===== src/rtl/serial_sub_pkg.sv =====
// Shared types for the digit-serial subtractor: FSM state encoding.
package serial_sub_pkg;

    localparam logic [1:0] ST_IDLE = 2'd0;
    localparam logic [1:0] ST_RUN  = 2'd1;
    localparam logic [1:0] ST_DONE = 2'd2;

    typedef enum logic [1:0] {
        IDLE = ST_IDLE,
        RUN  = ST_RUN,
        DONE = ST_DONE
    } state_t;

endpackage


===== src/rtl/serial_sub_if.sv =====
// Valid/ready operand and result ports of serial_sub.
interface serial_sub_if #(
    parameter int unsigned WIDTH = 32
);
    logic             in_valid;
    logic             in_ready;
    logic [WIDTH-1:0] a;
    logic [WIDTH-1:0] b;
    logic             bin;
    logic             sat;
    logic             out_valid;
    logic             out_ready;
    logic [WIDTH-1:0] diff;
    logic             bor;
    logic             ovf;
    logic             zero;

    modport master (
        output in_valid, a, b, bin, sat, out_ready,
        input  in_ready, out_valid, diff, bor, ovf, zero
    );

    modport slave (
        input  in_valid, a, b, bin, sat, out_ready,
        output in_ready, out_valid, diff, bor, ovf, zero
    );
endinterface


===== src/rtl/serial_sub_digit_sub.sv =====
// Combinational ripple of DIGIT full-subtractor cells; b_top is the borrow into the top bit.
module digit_sub #(
    parameter int unsigned DIGIT = 4
) (
    input  logic [DIGIT-1:0] a_d,
    input  logic [DIGIT-1:0] b_d,
    input  logic             bi,
    output logic [DIGIT-1:0] d,
    output logic             bo,
    output logic             b_top
);
    logic [DIGIT:0] w_brw;

    always_comb begin
        w_brw    = '0;
        d        = '0;
        w_brw[0] = bi;
        for (int i = 0; i < int'(DIGIT); i++) begin
            d[i]       = a_d[i] ^ b_d[i] ^ w_brw[i];
            w_brw[i+1] = (~a_d[i] & b_d[i]) | (~(a_d[i] ^ b_d[i]) & w_brw[i]);
        end
    end

    assign bo    = w_brw[DIGIT];
    assign b_top = w_brw[DIGIT-1];
endmodule


===== src/rtl/serial_sub.sv =====
// Digit-serial a - b - bin over WIDTH bits, DIGIT bits per clock, with borrow/overflow/zero flags.
module serial_sub
    import serial_sub_pkg::*;
#(
    parameter int unsigned WIDTH = 32,
    parameter int unsigned DIGIT = 4
) (
    input  logic           clk,
    input  logic           rst_n,
    serial_sub_if.slave    io
);
    localparam int unsigned NDIG = WIDTH / DIGIT;
    localparam int unsigned CW   = $clog2(NDIG + 1);

    state_t           r_state;
    state_t           w_state_nxt;
    logic             w_in_ready;
    logic             w_out_valid;
    logic             w_last;

    logic [WIDTH-1:0] r_a;
    logic [WIDTH-1:0] r_b;
    logic [WIDTH-1:0] r_acc;
    logic             r_brw;
    logic             r_sat;
    logic [CW-1:0]    r_cnt;

    logic [WIDTH-1:0] r_diff;
    logic             r_bor;
    logic             r_ovf;
    logic             r_zero;

    logic [DIGIT-1:0] w_d;
    logic             w_bo;
    logic             w_btop;
    logic [WIDTH-1:0] w_acc_nxt;
    logic [WIDTH-1:0] w_final;

    digit_sub #(.DIGIT(DIGIT)) u_digit_sub (
        .a_d   (r_a[DIGIT-1:0]),
        .b_d   (r_b[DIGIT-1:0]),
        .bi    (r_brw),
        .d     (w_d),
        .bo    (w_bo),
        .b_top (w_btop)
    );

    // Result digits enter at the MSB end so the LSB digit lands at bit 0 after NDIG shifts.
    assign w_acc_nxt = (r_acc >> DIGIT) | (WIDTH'(w_d) << (WIDTH - DIGIT));
    assign w_final   = (r_sat && w_bo) ? '0 : w_acc_nxt;
    assign w_last    = (r_cnt == CW'(NDIG - 1));

    always_ff @(posedge clk or negedge rst_n) begin
        if (!rst_n) r_state <= IDLE;
        else        r_state <= w_state_nxt;
    end

    always_comb begin
        w_state_nxt = r_state;
        w_in_ready  = 1'b0;
        w_out_valid = 1'b0;
        case (r_state)
            IDLE: begin
                w_in_ready = 1'b1;
                if (io.in_valid) w_state_nxt = RUN;
            end
            RUN: begin
                if (w_last) w_state_nxt = DONE;
            end
            DONE: begin
                w_out_valid = 1'b1;
                if (io.out_ready) w_state_nxt = IDLE;
            end
            default: w_state_nxt = IDLE;
        endcase
    end

    // Operand shift registers, borrow chain, digit counter and result latches.
    always_ff @(posedge clk or negedge rst_n) begin
        if (!rst_n) begin
            r_a    <= '0;
            r_b    <= '0;
            r_acc  <= '0;
            r_brw  <= 1'b0;
            r_sat  <= 1'b0;
            r_cnt  <= '0;
            r_diff <= '0;
            r_bor  <= 1'b0;
            r_ovf  <= 1'b0;
            r_zero <= 1'b0;
        end else begin
            case (r_state)
                IDLE: begin
                    if (io.in_valid) begin
                        r_a   <= io.a;
                        r_b   <= io.b;
                        r_brw <= io.bin;
                        r_sat <= io.sat;
                        r_acc <= '0;
                        r_cnt <= '0;
                    end
                end
                RUN: begin
                    r_a   <= r_a >> DIGIT;
                    r_b   <= r_b >> DIGIT;
                    r_acc <= w_acc_nxt;
                    r_brw <= w_bo;
                    r_cnt <= r_cnt + CW'(1);
                    if (w_last) begin
                        r_diff <= w_final;
                        r_bor  <= w_bo;
                        r_ovf  <= w_btop ^ w_bo;
                        r_zero <= (w_final == '0);
                    end
                end
                default: ;
            endcase
        end
    end

    assign io.in_ready  = w_in_ready;
    assign io.out_valid = w_out_valid;
    assign io.diff      = r_diff;
    assign io.bor       = r_bor;
    assign io.ovf       = r_ovf;
    assign io.zero      = r_zero;
endmodule


===== src/flat_wrapper.sv =====
// flat-port wrapper written by rule: the top's interface ports become plain ports
module serial_sub_flat import serial_sub_pkg::*;
#(
    parameter int unsigned WIDTH = 32,
    parameter int unsigned DIGIT = 4
)
  (clk, rst_n, io_in_valid, io_a, io_b, io_bin, io_sat, io_out_ready, io_in_ready, io_out_valid, io_diff, io_bor, io_ovf, io_zero);
  serial_sub_if #(.WIDTH(WIDTH)) io_i ();
  input  logic clk;
  input  logic rst_n;
  input wire logic [$bits(io_i.in_valid)-1:0] io_in_valid;
  input wire logic [$bits(io_i.a)-1:0] io_a;
  input wire logic [$bits(io_i.b)-1:0] io_b;
  input wire logic [$bits(io_i.bin)-1:0] io_bin;
  input wire logic [$bits(io_i.sat)-1:0] io_sat;
  input wire logic [$bits(io_i.out_ready)-1:0] io_out_ready;
  output wire logic [$bits(io_i.in_ready)-1:0] io_in_ready;
  output wire logic [$bits(io_i.out_valid)-1:0] io_out_valid;
  output wire logic [$bits(io_i.diff)-1:0] io_diff;
  output wire logic [$bits(io_i.bor)-1:0] io_bor;
  output wire logic [$bits(io_i.ovf)-1:0] io_ovf;
  output wire logic [$bits(io_i.zero)-1:0] io_zero;
  assign io_i.in_valid = io_in_valid;
  assign io_i.a = io_a;
  assign io_i.b = io_b;
  assign io_i.bin = io_bin;
  assign io_i.sat = io_sat;
  assign io_i.out_ready = io_out_ready;
  assign io_in_ready = io_i.in_ready;
  assign io_out_valid = io_i.out_valid;
  assign io_diff = io_i.diff;
  assign io_bor = io_i.bor;
  assign io_ovf = io_i.ovf;
  assign io_zero = io_i.zero;
  serial_sub #(.WIDTH(WIDTH), .DIGIT(DIGIT)) u_core (.clk(clk), .rst_n(rst_n), .io(io_i));
endmodule

===== config.mk =====
export PLATFORM = sky130hd
export DESIGN_NAME = serial_sub_flat
export DESIGN_NICKNAME = d
export VERILOG_FILES = /design/src/rtl/serial_sub_pkg.sv /design/src/rtl/serial_sub_if.sv /design/src/rtl/serial_sub_digit_sub.sv /design/src/rtl/serial_sub.sv /design/src/flat_wrapper.sv
export SDC_FILE = /design/constraint.sdc
export NUM_CORES = 1
export LEC_CHECK = 0
export BUFFER_PORTS_ARGS = -buffer_cell sky130_fd_sc_hd__buf_4
export CAP_MARGIN = 20
export CORE_MARGIN = 3
export CORE_UTILIZATION = 35
export CTS_CLUSTER_SIZE = 24
export DETAILED_ROUTE_END_ITERATION = 10
export PLACE_DENSITY = 0.63
export RECOVER_POWER = 50
export SYNTH_ARGS = -nofsm -noshare
export SYNTH_HDL_FRONTEND = slang
export SYNTH_HIERARCHICAL = 1
export SYNTH_SLANG_ARGS = --single-unit
export TNS_END_PERCENT = 1

===== constraint.sdc =====
create_clock -name clk -period 7.2 [get_ports clk]
set_input_delay 0 -clock clk [delete_from_list [all_inputs] [get_ports clk]]
set_output_delay 0 -clock clk [all_outputs]
set_load 0.1 [all_outputs]

==> results of run 1 <==
-- cells by family after synthesis --
logic type	count (synthesis)	synth area share, %
buf+inv	85	6.27
compound gates	98	10.5
fa+ha+maj	5	1.63
flops	135	59.6
simple gates	288	21.7
mux	1	0.199
xor+xnor	1	0.155
-- worst paths after layout --
path | start | end
max | rst_n | u_core/r_brw$_DFFE_PN0P_
min | io_in_valid | u_core/r_b[30]$_DFFE_PN0P_
max reg2reg | u_core/r_state[1]$_DFFE_PN0P_ | u_core/r_a[27]$_DFFE_PN0P_
min reg2reg | u_core/r_a[14]$_DFFE_PN0P_ | u_core/r_a[14]$_DFFE_PN0P_
max in group clk | u_core/r_state[1]$_DFFE_PN0P_ | u_core/r_a[27]$_DFFE_PN0P_
min in group asynchronous | rst_n | u_core/r_acc[7]$_DFFE_PN0P_
-- cell usage in the layout, fill, tap and decap left out --
cell,instances
a21o_1,1
a21oi_1,1
a22oi_1,21
buf_12,1
buf_16,1
buf_4,74
bufinv_16,5
clkbuf_1,38
clkbuf_16,17
clkbuf_8,2
clkinv_2,4
clkinv_4,1
clkinvlp_4,3
dfrtp_1,135
dlygate4sd3_1,68
fa_1,4
ha_1,1
inv_1,43
mux2_2,1
nand2_1,124
nand2_2,1
nand2b_2,1
nand3_1,70
nand4_1,3
nor2_1,76
nor2b_1,2
nor3_4,1
nor3b_2,1
nor4_1,8
o211ai_1,1
o21a_1,1
o21ai_0,36
o21ai_1,1
o22ai_1,36
or3b_1,1
xnor2_1,1
-- per-stage QoR --
stage               util [%]  total power [mW]  cell area, um^2  std cells  hold WS [ps]
floorplan                  -              2.73             5670        613          -296
global placement        42.5              3.12             6600        894          42.6
detailed placement      42.6              3.19             6620        895          47.8
CTS                     51.2              4.18             7950        995           167
global route            50.4              4.37             7830        996           293
finish                  50.4              4.10             7830        996           275
-- per-layer routing --
metal  track usage [%]  vias up  wire length, um  part of all wire (%)
li1                  -     2366                -                     -
met3              5.10       17              941                   6.5
met4              5.89        0              213                   1.5
met2              27.3      149             6850                    48
met1              21.5     2341             6400                    44
met5                 0        -                0                     0
-- power by group --
group,switching (mW),internal [mW]
Combinational,1.33,0.467
Clock,0.321,0.630
Sequential,0.241,1.11
-- registers in the layout, summed over array words and instances (netlist names) --
name            cells
u_core/io.bor       1
u_core/io.diff     32
u_core/io.ovf       1
u_core/io.zero      1
u_core/r_a         32
u_core/r_acc       28
u_core/r_b         32
u_core/r_brw        1
u_core/r_cnt        4
u_core/r_sat        1
u_core/r_state      2
-- tightest hold or removal path, stage by stage --
cell and delay, ps:
buf_4 110, nor3b_2 140, buf_4 240, nand2_1 110
nand2_1 40
-- layout make-up --
cell class | instances | area, um^2
clock inverters | 13 | 201
repair buffers | 182 | 1430
fillers | 1449 | 7710
well taps | 211 | 264
multi-input cells | 393 | 1940
flip-flops and latches | 135 | 3380
clock buffers | 19 | 453
inverters | 43 | 161
==> qor.yml, run 1 <==
place:
  post-place-ws_ps: 4080
  detailed_place_hpwl_um: 8990
  gp_congestion: 0.782
  place.port_buffers: 106
routing:
  drt_first_iter_violations: 416
  drt_wl_total_um: 14400
  dr.pass1.iters: 5
  drt.antenna.violating_nets: 0
  avgRoutedWirePerCell_um: 14.5
  route.vias.total: 4873
  routed_via_density: 4.89
  drc_violation_count_after_routing: 0
critical_path:
  path_cells: "dlygate4sd3_1 -> clkbuf_1 -> buf_4"
  path_max_fanout: 71
  cp_slowest_cell: "clkbuf_1"
  crit_path_max_incr_delay_ps: 2650
  worst-endpoint-required_ps: 7640
  worstRegToRegCells: 5
  crit_path_start_kind: "input pin"
  critical_path_cell_count: 3
  critical_path.top_delay_family: "buffers and inverters"
  reg2reg_slack_ps: 4270
  cp_num_buf_inv: 3
  timing.setup.critical_path_class: "input pin to asynchronous set/reset pin"
  worst_ep_arrival_time_ps: 4230
  crit_path_end_kind: "asynchronous set/reset pin"
floorplan:
  core-area_um2: 15500
  die_area_um2: 17800
  placementRows: 45
  die_h_um: 133
  floorplan.io_pins: 107
  initial_core_utilization_pct: 36.5
  chipWidth_um: 133
cts:
  cts_num_sinks: 135
  post_cts_hold_buffer_count: 68
  numCtsBuffers: 17
  clk_pin_slew_worst_paths_ps: 60
  cts-root-buf: "clkbuf_16"
  cts_max_level: 4
  cts.path.max_buffers: 2
  cts_tree: "built"
  cts_setup_buffers: 0
  cts-resized-gates: 0
  clk-insertion-delay-late_ps: 420
status:
  run_status: "finished with violations"
  violated_checks: "max-capacitance violations, max-slew violations"
sta:
  period_share_pct: 52.7
  final_hold_viol_count: 0
  grt_setup_unrepaired: "false"
  final_critical_path_setup_slack_ps: 3410
  fmax_ghz: 0.264
  report.final.setup_viol: 0
  report.final.slew_viol_count: 72
  tightestPinTransition_ps: 3800
  setup_total_negative_slack_ps: 0
  slew_headroom_pct: -153
  skew_ps: 7.61
  timing.final.crit_period_ps: 3790
grt:
  grt_util_all_layers_pct: 16.8
  first_global_vias: 4915
  grt_remaining_overflow: 0
  grt_antenna_before_repair: 0
  grt_pass1_wl_um: 24200
  grt_max_degree: 72
synthesis:
  synth_commonest_cells: "135 x dfrtp_1, 124 x nand2_1, 76 x nor2_1, 70 x nand3_1, 43 x inv_1"
  syn_area_um2: 5670
  postSynthCellCount: 613
  async_reset_ff_share_pct: 100
  synth_seq_area_share_pct: 59.6
  post_synth.cell_area_avg_um2: 9.25
  yosys_warnings: 6
  synth_ff_type: "dfrtp_1"
  yosysMostFrequentCell: "dfrtp_1"
  synth_nets: 688
  synth_top_area_share_pct: 59.6
  postSynthRegisterBits: 135
  count_of_flip_flops_with_a_built_in_enable_after_synthesis: 0
  yosys.area.top_type: "dfrtp_1"
  synth_area_leaders: "dfrtp_1 60%, nand2_1 8.2%, nand3_1 6.2%"
  number_of_distinct_library_cell_variants_in_the_gate_level_netlist_after_synthesis: 29
min_path:
  hold-path-cell-count: 5
  min_path_type: "input pin to register"
power_and_ir_drop:
  vdd_ir_drop_max_uv: 209
  pwr_density_cell_nw_per_um2: 524
  leakage_nw: 3.70
cells_and_area:
  layout-drive-gt1-share_pct: 14.4
  finish.net_count: 847
  area_growth_syn_to_layout_pct: 38.1
  n_antenna_cell: 0
job:
  drv.max_cap_violation_count: 1
Power figures use the tool's default switching activity.
==> run 2, diff against run 1 <==
==> constraint.sdc (replaced) <==
create_clock -name clk -period 3.8 [get_ports clk]
set_input_delay 0 -clock clk [delete_from_list [all_inputs] [get_ports clk]]
set_output_delay 0 -clock clk [all_outputs]
set_load 0.1 [all_outputs]
==> run 2 against run 1 <==
Net effect: the flow still finishes with violations (max-capacitance violations, max-slew violations); sequential share of layout area grew 0.47 points; global-route usage grew 0.34 points; sequential power up 90%; die area stayed put; total power rose by 84%; critical path type is now register to register; largest power group unchanged; highest routed layer unchanged.
==> qor.yml, run 2 (same netlist as run 1, synthesis figures left out) <==
status:
  run_status: "finished with violations"  # unchanged
  violated_checks: "max-capacitance violations, max-slew violations"  # unchanged
cts:
  numCtsBuffers: 17  # unchanged
  cts-resized-gates: 0  # unchanged
  cts_num_sinks: 135  # unchanged
  post_cts_hold_buffer_count: 68  # unchanged
  clk-insertion-delay-late_ps: 420  # about the same
  cts-root-buf: "clkbuf_16"  # unchanged
  clk_pin_slew_worst_paths_ps: 50  # was 60 ps
  cts_max_level: 4  # unchanged
  cts_tree: "built"  # unchanged
  cts.path.max_buffers: 2  # unchanged
  cts_setup_buffers: 0  # unchanged
cells_and_area:
  fin_cells: 997  # was 996
  final.fill_count: 1471  # was 1449
  utilization_pct: 49.8  # was 50.4%
  n_antenna_cell: 0  # unchanged
  finish.net_count: 848  # was 847
  footprint_of_the_multi_input_gates_um2: 1950  # was 1940 um^2
  final-seq-area_um2: 3380  # unchanged
  layout.cells.most_common_list: "135 x dfrtp_1, 124 x nand2_1, 77 x buf_4"  # was 135 x dfrtp_1, 124 x nand2_1, 76 x nor2_1
  layout-drive-gt1-share_pct: 14.8  # was 14.4%
  postLayoutCellArea_um2: 7740  # was 7830 um^2
  area_growth_syn_to_layout_pct: 36.6  # was 38.1%
  layout.cells.most_common: "dfrtp_1"  # unchanged
job:
  drv.max_cap_violation_count: 1  # unchanged
place:
  place.port_buffers: 106  # unchanged
  placed_instance_area_um2: 6620  # about the same
  detailed_place_hpwl_um: 9060  # was 8990 um
  dp_cells: 897  # was 895
  gp_congestion: 0.754  # was 0.782
floorplan:
  floorplan.io_pins: 107  # unchanged
  placementRows: 45  # unchanged
  chipWidth_um: 133  # unchanged
  die_area_um2: 17800  # unchanged
  initial_core_utilization_pct: 36.5  # unchanged
  die_h_um: 133  # unchanged
  core-area_um2: 15500  # unchanged
sta:
  fmax_ghz: 0.359
  final_hold_viol_count: 0  # unchanged
  slew_headroom_pct: -75.6  # was -153%
  setup_total_negative_slack_ps: 0  # unchanged
  skew_ps: 6.84  # was 7.61 ps
  timing.final.crit_period_ps: 2790
  report.final.setup_viol: 0  # unchanged
  report.final.slew_viol_count: 111  # was 72
  grt_setup_unrepaired: "false"  # unchanged
  period_share_pct: 73.4
  tightestPinTransition_ps: 2630  # was 3800 ps
critical_path:
  reg2reg_slack_ps: 1010  # was 4270 ps
  crit_path_start_kind: "register"  # was input pin
  worst-endpoint-required_ps: 4150  # was 7640 ps
  worstRegToRegCells: 11  # was 5
  critical_path.reg2reg.startpoint: "u_core/r_b[0]$_DFFE_PN0P_"  # was u_core/r_state[1]$_DFFE_PN0P_
  timing.setup.critical_path_class: "register to register"  # was input pin to asynchronous set/reset pin
  path_max_fanout: 3  # was 71
  crit_path_end_kind: "register"  # was asynchronous set/reset pin
  rr_endpoint: "u_core/io.zero$_DFFE_PN0P_"  # was u_core/r_a[27]$_DFFE_PN0P_
  worst_ep_arrival_time_ps: 3140  # was 4230 ps
min_path:
  min_path_type: "input pin to register"  # unchanged
  min_from: "io_in_valid"  # unchanged
  hold-path-cell-count: 5  # unchanged
  holdPathEnd: "u_core/r_a[10]$_DFFE_PN0P_"  # was u_core/r_b[30]$_DFFE_PN0P_
routing:
  route.vias.total: 4833  # was 4873
  avgRoutedWirePerCell_um: 14.8  # was 14.5 um
  dr.pass1.iters: 7  # was 5
  drt_wl_total_um: 14700  # was 14400 um
  drt_first_iter_violations: 407  # was 416
  drt.antenna.violating_nets: 0  # unchanged
  routed_via_density: 4.85  # was 4.89
  drc_violation_count_after_routing: 0  # unchanged
grt:
  grt_max_degree: 111  # was 72
  grt_util_all_layers_pct: 17.2  # was 16.8%
  grt_antenna_before_repair: 0  # unchanged
  first_global_vias: 5016  # was 4915
  grt_pass1_wl_um: 24700  # was 24200 um
  grt_remaining_overflow: 0  # unchanged
power_and_ir_drop:
  vdd_ir_drop_max_uv: 459  # was 209 uV
  fin_total_pwr_mw: 7.52  # was 4.10 mW
  pwr_density_cell_nw_per_um2: 971  # was 524 nW/um^2
  leakage_nw: 3.68  # was 3.70 nW
==> run 2: final cells by class <==
cell class | count | area share (%)
Timing Repair Buffer | 183 | 18.1
Clock buffer | 23 | 6.30
Clock inverter | 9 | 1.26
Inverter | 43 | 2.08
Sequential cell | 135 | 43.6
Multi-Input combinational cell | 393 | 25.2
Tap cell | 211 | 3.41
==> run 2: worst max-delay path, cell delays in order, from the launching register on <==
cell      delay (ps)
dfrtp_1          380
inv_1             80
fa_1             170
inv_1             50
fa_1             390
fa_1             420
inv_1             90
fa_1             450
nor4_1           190
nand4_1          140
o211ai_1         210
o21a_1           150
==> run 2: per-layer routing <==
metal,routed length (um),vias up,global-route usage (%)
met2,7260,137,28.2
met5,0,-,0
met3,762,17,4.42
met1,6520,2330,22.3
met4,169,0,5.49
li1,-,2349,-
==> run 2: stage by stage <==
stage / hold WS (ps) / setup WS (ps)
CTS: 202 / 1020
finish: 209 / 1010
floorplan: -296 / 1270
detailed placement: 195 / 1050
global route: 251 / 472
global placement: 179 / 1160
==> run 2: power by group <==
| group | leakage [nW] | switching, mW | internal [mW] |
|---|---|---|---|
| registers | 1.69 | 0.460 | 2.10 |
| logic | 1.70 | 2.50 | 0.846 |
| clock network | 0.292 | 0.582 | 1.03 |
==> run 2: worst max path at each step <==
stage                                    from                          to  slack [ps]  cells after the start
global route                            rst_n  u_core/r_b[17]$_DFFE_PN0P_         470                      3
floorplan           u_core/r_b[0]$_DFFE_PN0P_  u_core/io.zero$_DFFE_PN0P_        1270                     11
global placement    u_core/r_b[0]$_DFFE_PN0P_  u_core/io.zero$_DFFE_PN0P_        1160                     11
detailed placement  u_core/r_b[0]$_DFFE_PN0P_  u_core/io.zero$_DFFE_PN0P_        1050                     11
finish              u_core/r_b[0]$_DFFE_PN0P_  u_core/io.zero$_DFFE_PN0P_        1010                     11
CTS                 u_core/r_b[0]$_DFFE_PN0P_  u_core/io.zero$_DFFE_PN0P_        1020                     11
